==> src/rtl/smu_cfg_loader.sv <==
// smu_cfg_loader: deserialises an LSB-first configuration frame into a shadow
// register and commits it atomically to the SMU comparison registers.
//
// Optional feature macro: SMU_CFG_PARITY_EN. When defined, the frame carries
// one extra even-parity bit at index CFG_W. A mismatch raises sticky cfg_err.
//
// Ports:
//   clk, rst          clock, asynchronous active-low reset
//   cfg_valid/ready   beat handshake, accepted when both high
//   cfg_bit           serial payload bit
//   cfg_start         marks the beat as bit 0 of a new frame
//   Reg*              committed configuration fields
//   SmuEn             committed configuration valid
//   load_done         one-cycle pulse on commit
//   cfg_err           sticky frame error (tied 0 without parity)
module smu_cfg_loader #(
    parameter int N                 = 2,
    parameter int K                 = 4,
    parameter int SMU_SEGMENT_SIZE  = 64,
    parameter int SMU_NUM_SEGMENTS  =
        (K + SMU_SEGMENT_SIZE - 1) / SMU_SEGMENT_SIZE,
    parameter int BITS_NUM_SEGMENTS =
        (SMU_NUM_SEGMENTS == 1) ? 1 : $clog2(SMU_NUM_SEGMENTS),
    parameter int CFG_W             =
        1 + BITS_NUM_SEGMENTS + 2 * SMU_SEGMENT_SIZE + 2 + $clog2(N)
) (
    input  logic                         clk,
    input  logic                         rst,
    input  logic                         cfg_valid,
    input  logic                         cfg_bit,
    input  logic                         cfg_start,
    output logic                         cfg_ready,
    output logic                         RegSmuEn,
    output logic [BITS_NUM_SEGMENTS-1:0] RegInpSel,
    output logic [SMU_SEGMENT_SIZE-1:0]  RegMask,
    output logic [SMU_SEGMENT_SIZE-1:0]  RegCmp,
    output logic [1:0]                   RegCmpSelect,
    output logic [$clog2(N)-1:0]         RegFsmCmp,
    output logic                         SmuEn,
    output logic                         load_done,
    output logic                         cfg_err
);

    localparam int FSM_W = $clog2(N);
    localparam int SEG   = SMU_SEGMENT_SIZE;
    localparam int BNS   = BITS_NUM_SEGMENTS;

`ifdef SMU_CFG_PARITY_EN
    localparam int FL = CFG_W + 1;
`else
    localparam int FL = CFG_W;
`endif

    localparam int CW = $clog2(CFG_W + 2);

    // Field offsets inside the shadow register
    localparam int O_SEL  = 1;
    localparam int O_MASK = O_SEL + BNS;
    localparam int O_CMP  = O_MASK + SEG;
    localparam int O_CS   = O_CMP + SEG;
    localparam int O_FSM  = O_CS + 2;

    typedef enum logic [2:0] {
        IDLE,
        SHIFT,
        COMMIT,
        ACTIVE,
        ERR
    } state_t;

    state_t          state;
    logic [FL-1:0]   shadow;
    logic [CW-1:0]   cnt;
    logic            acc;
    logic            frame_ok;

    assign cfg_ready = (state != COMMIT);
    assign acc       = cfg_valid & cfg_ready;

`ifdef SMU_CFG_PARITY_EN
    // Even parity: payload plus parity bit must XOR to zero
    assign frame_ok = ~(^shadow);
`else
    assign frame_ok = 1'b1;
    assign cfg_err  = 1'b0;
`endif

    always_ff @(posedge clk or negedge rst) begin
        if (!rst) begin
            state        <= IDLE;
            shadow       <= '0;
            cnt          <= '0;
            RegSmuEn     <= 1'b0;
            RegInpSel    <= '0;
            RegMask      <= '0;
            RegCmp       <= '0;
            RegCmpSelect <= '0;
            RegFsmCmp    <= '0;
            SmuEn        <= 1'b0;
            load_done    <= 1'b0;
`ifdef SMU_CFG_PARITY_EN
            cfg_err      <= 1'b0;
`endif
        end else begin
            load_done <= 1'b0;
            if (state == COMMIT) begin
                if (frame_ok) begin
                    RegSmuEn     <= shadow[0];
                    RegInpSel    <= shadow[O_SEL +: BNS];
                    RegMask      <= shadow[O_MASK +: SEG];
                    RegCmp       <= shadow[O_CMP +: SEG];
                    RegCmpSelect <= shadow[O_CS +: 2];
                    RegFsmCmp    <= shadow[O_FSM +: FSM_W];
                    SmuEn        <= 1'b1;
                    load_done    <= 1'b1;
                    state        <= ACTIVE;
                end else begin
`ifdef SMU_CFG_PARITY_EN
                    cfg_err      <= 1'b1;
`endif
                    state        <= ERR;
                end
            end else if (acc && cfg_start) begin
                // A start beat always (re)starts a frame, even mid-frame
                shadow[0] <= cfg_bit;
                cnt       <= CW'(1);
                SmuEn     <= 1'b0;
`ifdef SMU_CFG_PARITY_EN
                cfg_err   <= 1'b0;
`endif
                state     <= SHIFT;
            end else if (acc && state == SHIFT) begin
                shadow[cnt] <= cfg_bit;
                cnt         <= cnt + CW'(1);
                if (cnt == CW'(FL - 1))
                    state <= COMMIT;
            end
        end
    end

endmodule

==> config.mk <==
export PLATFORM = sky130hd
export DESIGN_NAME = smu_cfg_loader
export DESIGN_NICKNAME = d
export VERILOG_FILES = /design/src/rtl/smu_cfg_loader.sv
export SDC_FILE = /design/constraint.sdc
export NUM_CORES = 1
export LEC_CHECK = 0
export ABC_AREA = 1
export CAP_MARGIN = 25
export CELL_PAD_IN_SITES_DETAIL_PLACEMENT = 0
export CELL_PAD_IN_SITES_GLOBAL_PLACEMENT = 1
export CORE_ASPECT_RATIO = 2
export CORE_MARGIN = 8
export CORE_UTILIZATION = 38
export CTS_BUF_LIST = sky130_fd_sc_hd__clkbuf_16
export DETAILED_ROUTE_END_ITERATION = 8
export PLACE_DENSITY_LB_ADDON = 0.1
export RECOVER_POWER = 50
export SYNTH_ARGS = -nofsm -noshare
export SYNTH_HDL_FRONTEND = slang
export SYNTH_SLANG_ARGS = --single-unit
==> constraint.sdc <==
create_clock -name clk -period 1.3 [get_ports clk]
set_input_delay 0.13 -clock clk [delete_from_list [all_inputs] [get_ports clk]]
set_output_delay 0.13 -clock clk [all_outputs]
set_load 0.05 [all_outputs]
======== Yosys cells after proc, flatten, opt, wreduce, memory -nomap -nowiden ========
Cells that the tools add are included.
word-level totals
  bits of input ports ..................... 5
  flip-flop bits (word level) ............. 279
  output and inout port bits .............. 137
cells by class
  add/subtract/negate cells ............... 1
  bitwise logic cells ..................... 3
  eq/ne operators ......................... 4
  muxes and demuxes ....................... 14
  reductions and logical operators ........ 10
  order comparisons ....................... 2
operators with widths
  kind                   number
  $bwmux W133            1
  $mux W8                2
  $mux W3                4
  $lt A8 B9 Y1 const B   1
  $add A8 B1 Y8 const B  1
  $demux W1 S8           1
  $eq A8 B8 Y1 const B   1
  $ge A8 B1 Y1 const B   1
  $mux W1                6
  $reduce_bool A3 Y1     2
  $reduce_and A2 Y1      2
  $reduce_bool A2 Y1     2
  $eq A3 B1 Y1 const B   1
  $eq A3 B2 Y1 const B   1
  $logic_and A1 B1 Y1    3
  $ne A3 B2 Y1 const B   1
  $reduce_and A3 Y1      1
  $not A1 Y1             2
  $and A1 B1 Y1          1

======== Depth between registers and ports, before layout ========
  depth after elaboration ................. 7
  gate-level depth with buffers ........... 9

======== Least setup slack after synthesis ========
OpenSTA, ideal clock, no wires.
  path type ............................... reg2reg
  start point ............................. reg cnt[0]
  end point ............................... reg shadow[24]
  clock period less this slack ............ 1417 ps
  stages on the path, launching flop included .. 8
  path slack .............................. -117 ps
  path buffers ............................ 0
  required time ........................... 1168 ps
  data arrival time ....................... 1285 ps
  path through ............................ dfrtp_1 -> inv_1 -> ha_1 -> inv_1 -> nor2_1 -> nand3_1 -> nand2_1 -> o21ai_1
between the ends
  longest elaborated chain between the ends .. 5
RTL lines
  what                                                                RTL line  RTL
  start: declaration                                                  73        logic [CW-1:0] cnt;
  start signal: assignment                                            134       cnt <= cnt + CW'(1);
  $lt A8 B9 Y1 (implied by the code) or $ge A8 B1 Y1 (tied branches)  133       shadow[cnt] <= cfg_bit;
  $logic_and A1 B1 Y1 (implied by the code)                           133
  $mux W1 (implied by the code)                                       133
  $demux W1 S8 *                                                      133
  $bwmux W133 *                                                       133
  end signal: indexed assignment                                      133
  end: declaration                                                    72        logic [FL-1:0] shadow;
Every way passes the cells marked *; elsewhere a longest branch is shown, timed or not.
A chain may end at the register's enable or synchronous reset.

======== Worst setup path after layout ========
  start point ............................. reg state[1]
  end point ............................... reg shadow[7]
between the ends
  longest elaborated chain between the ends .. 5
RTL lines
  what                                  RTL line  RTL
  start: declaration                    71        state_t state;
  start signal: assignment              90        state <= IDLE;
  start signal: assignment              116       state <= ACTIVE;
  start signal: assignment              121       state <= ERR;
  $ne A3 B2 Y1                          77        assign cfg_ready = (state != COMMIT);
  $and A1 B1 Y1                         78        assign acc = cfg_valid & cfg_ready;
  $logic_and A1 B1 Y1                   123       end else if (acc && cfg_start) begin
  $not A1 Y1 (no source line)           -
  $reduce_and A3 Y1 (no source line) *  -
Marks and branches as above.

==> impl_metrics.csv <==
group,metric,value,unit
routing,drc,0,
run_status,status,"complete, but fails checks",
synthesis,syn-num-nets,1274,
clocking,clk_pin_slew,0.07,ns
grt,antenna_found_initial,0,
synthesis,syn_area,0.0112,mm2
synthesis,synth_seq_cells,278,
synthesis,ys_warn_count,0,
synthesis,synthXorXnorAreaFrac,0.0779,%
timing,relSlewSlack,28.8,%
floorplan,fp.dieW,138,um
routing,wl_per_cell,20.4,um
clocking,clock_sinks,278,
clocking,htree_levels,1,
place,postPlaceCellArea,0.0154,mm2
pwr,power_density,1020,mW/mm2
clocking,cts_buffers,26,
floorplan,dieHeight,259,um
grt,gr-total-overflow,0,
synthesis,synth_compound_area_share,6.28,%
timing,clock_skew,0.0148,ns
timing,finalHoldViolCount,0,
place,io_buffers,140,
clocking,cts_root_buffer,"clkbuf_16",
synthesis,syn_area_per_cell,8.88,um2
cells_and_area,areaGrowthSynthToFinish,64.1,%
cells_and_area,diodes,0,
timing,drv_slew,0,
floorplan,start_util,38.4,%
cells_and_area,nFillCells,2350,
synthesis,syn_inst,1265,
cells_and_area,final_common_cell,"nand2_1",
setup_path,worstPathRequired,1.72,ns
timing,fin_ws,-0.336,ns
routing,drt-initial-drc-count,500,
synthesis,ys_seq_area_share,61.9,%
clocking,clockBufferDepth,3,
routing,vias,9588,
setup_path,startpoint_type,"flip-flop",
grt,grt_pass1_vias,10007,
timing,hold_ws,0.332,ns
timing,worst_pin_slew,1.07,ns
timing,fmax,611,MHz
floorplan,core-area,0.0293,mm2
hold_path,min-delay-path-class,"in -> async",
place,dp_hpwl,23100,um
setup_path,cp_slowest_cell,"dfrtp_1",
clocking,cts_tree,"built",
grt,grt_pass1_wl,58400,um
timing,setup_viol,146,
setup_path,critPathMaxStageDelay,0.40,ns
setup_path,critPathKind,"reg -> reg",
run_status,violations,"setup timing",
setup_path,reg2reg_slack,-0.34,ns
synthesis,synth_top_family_by_area,"simple AND/OR/NAND/NOR gates",
synthesis,synth_fa_ha_area_share,0.445,%
floorplan,ios,142,
setup_path,cp-end-kind,"flip-flop",
routing,finalWirelength,38400,um
cells_and_area,nets,1514,
routing,drt-vias-per-instance,5.08,
timing,min_period_over_period,126,%
synthesis,synthSimpleGateAreaFrac,27.4,%
routing,first_pass_iters,5,
job,cap_violations,0,
synthesis,synth_cell_types,24,
routing,ant_nets,0,
clocking,clk_latency,0.55,ns
grt,grt_use_total,21.2,%
timing,finalCriticalPeriod,1.64,ns
cells_and_area,final_cell_mix,"522 x nand2_1, 274 x dfrtp_1, 179 x buf_12",
floorplan,row_count,89,
synthesis,synth_mux_area_share,0,%
setup_path,crit_chain,"buf_6 -> inv_4 -> nand3_4 -> nor2_4 -> buf_6 -> buf_12 -> buf_16 -> nand3_4 -> nand2_2 -> o21ai_2",
floorplan,die_area,0.0357,mm2
cells_and_area,design_area,0.0184,mm2
pwr,leakage,8.23,nW
grt,grt_max_degree,69,
setup_path,cp_max_fo,8,
setup_path,arrival,2.06,ns
pwr,ir_worst_vdd,0.000928,V
timing,rsz0062_at_grt,"true",
place,place.gp.congestion,0.798,
cells_and_area,drive_above_1_share,35.5,%
-- per-stage QoR --
stage / instances / TNS, ns / setup slack, ns / util [%] / power, mW
detailed placement: 1797 / -47.65 / -0.429 / 52.7 / 10.8
global route: 1887 / -51.66 / -0.391 / 63.0 / 19.5
CTS: 1881 / -39.56 / -0.309 / 59.9 / 18.9
finish: 1887 / -35.51 / -0.336 / 63.0 / 18.9
global placement: 1797 / -44.88 / -0.406 / 52.7 / 10.8
floorplan: 1265 / -3.55 / -0.0722 / - / 9.68
-- logic make-up after synthesis --
logic type      Yosys count
compound gates          141
xor+xnor                  1
fa+ha+maj                 4
buf+inv                  93
flops                   278
other cells               1
simple gates            747
-- routing by layer --
metal / vias to the layer above / part of all wire (%) / global-route usage [%]
li1: 4560 / - / -
met1: 4720 / 38 / 26.1
met2: 253 / 54 / 36.9
met3: 55 / 5.1 / 2.79
met4: 0 / 2.6 / 7.77
met5: - / 0 / 0
-- area by class of cell --
class / instances / area (um2) / area share, %
Sequential cell: 278 / 6960 / 37.7
Clock inverter: 19 / 133 / 0.719
Inverter: 28 / 130 / 0.705
Tap cell: 364 / 455 / 2.47
Clock buffer: 27 / 676 / 3.66
Timing Repair Buffer: 277 / 4860 / 26.3
Multi-Input combinational cell: 894 / 5230 / 28.4
-- path summary, 6_finish.rpt --
path	startpoint	end	cells past startpoint
min in group clk	cfg_bit	shadow[63]$_DFFE_PN0P_	4
worst max register to register	state[1]$_DFFE_PN0P_	shadow[7]$_DFFE_PN0P_	10
worst max-delay path	state[1]$_DFFE_PN0P_	shadow[7]$_DFFE_PN0P_	10
max in group asynchronous	rst	cnt[3]$_DFFE_PN0P_	3
worst min-delay path	rst	RegMask[50]$_DFFE_PN0N_	2
worst min register to register	shadow[74]$_DFFE_PN0P_	RegCmp[8]$_DFFE_PN0N_	2
-- what timing repair did --
action	CTS	global route
setup buffers	19	2
endpoints found under the setup margin	152	287
hold endpoints to repair	278	0
pin swaps	8	30
hold buffers	1	0
resized for setup	148	190
cloned	18	9
-- flip-flops by register name, summed over array words and instances (netlist names) --
signal / count
RegInpSel: 1
RegFsmCmp: 1
RegSmuEn: 1
SmuEn: 1
RegCmp: 64
cnt: 8
RegCmpSelect: 2
state: 2
shadow: 133
RegMask: 64
load_done: 1
-- worst max-delay path, delay by kind of cell (launching register included) --
kind / cells / cell delay, ns
buf+inv: 5 / 0.63
flops: 1 / 0.40
simple gates: 4 / 0.40
compound gates: 1 / 0.05
-- cell usage after synthesis --
cell,count,area share (%)
o21ai_0,48,2.1
clkbuf_1,27,0.90
xor2_1,1,0.078
buf_4,11,0.73
o21ai_1,88,3.9
nor3_1,4,0.18
inv_1,21,0.70
nand3_4,1,0.16
conb_1,1,0.033
nand2_2,6,0.33
buf_6,2,0.20
inv_2,6,0.20
nor2_2,2,0.11
clkinv_1,1,0.033
nor2_1,25,0.84
a21oi_1,5,0.22
nand2_1,562,19
ha_1,4,0.45
buf_1,2,0.067
nand4_1,2,0.11
nand3_1,137,6.1
nor2_4,8,0.80
dfrtp_1,278,62
buf_2,23,1.0
-- report_power, final --
group          internal (mW)  switching (mW)
Sequential              8.82           0.153
Combinational          0.936            1.45
Clock                   4.13            3.39
Total                   13.9            5.00
(Power assumes the default switching activity.)
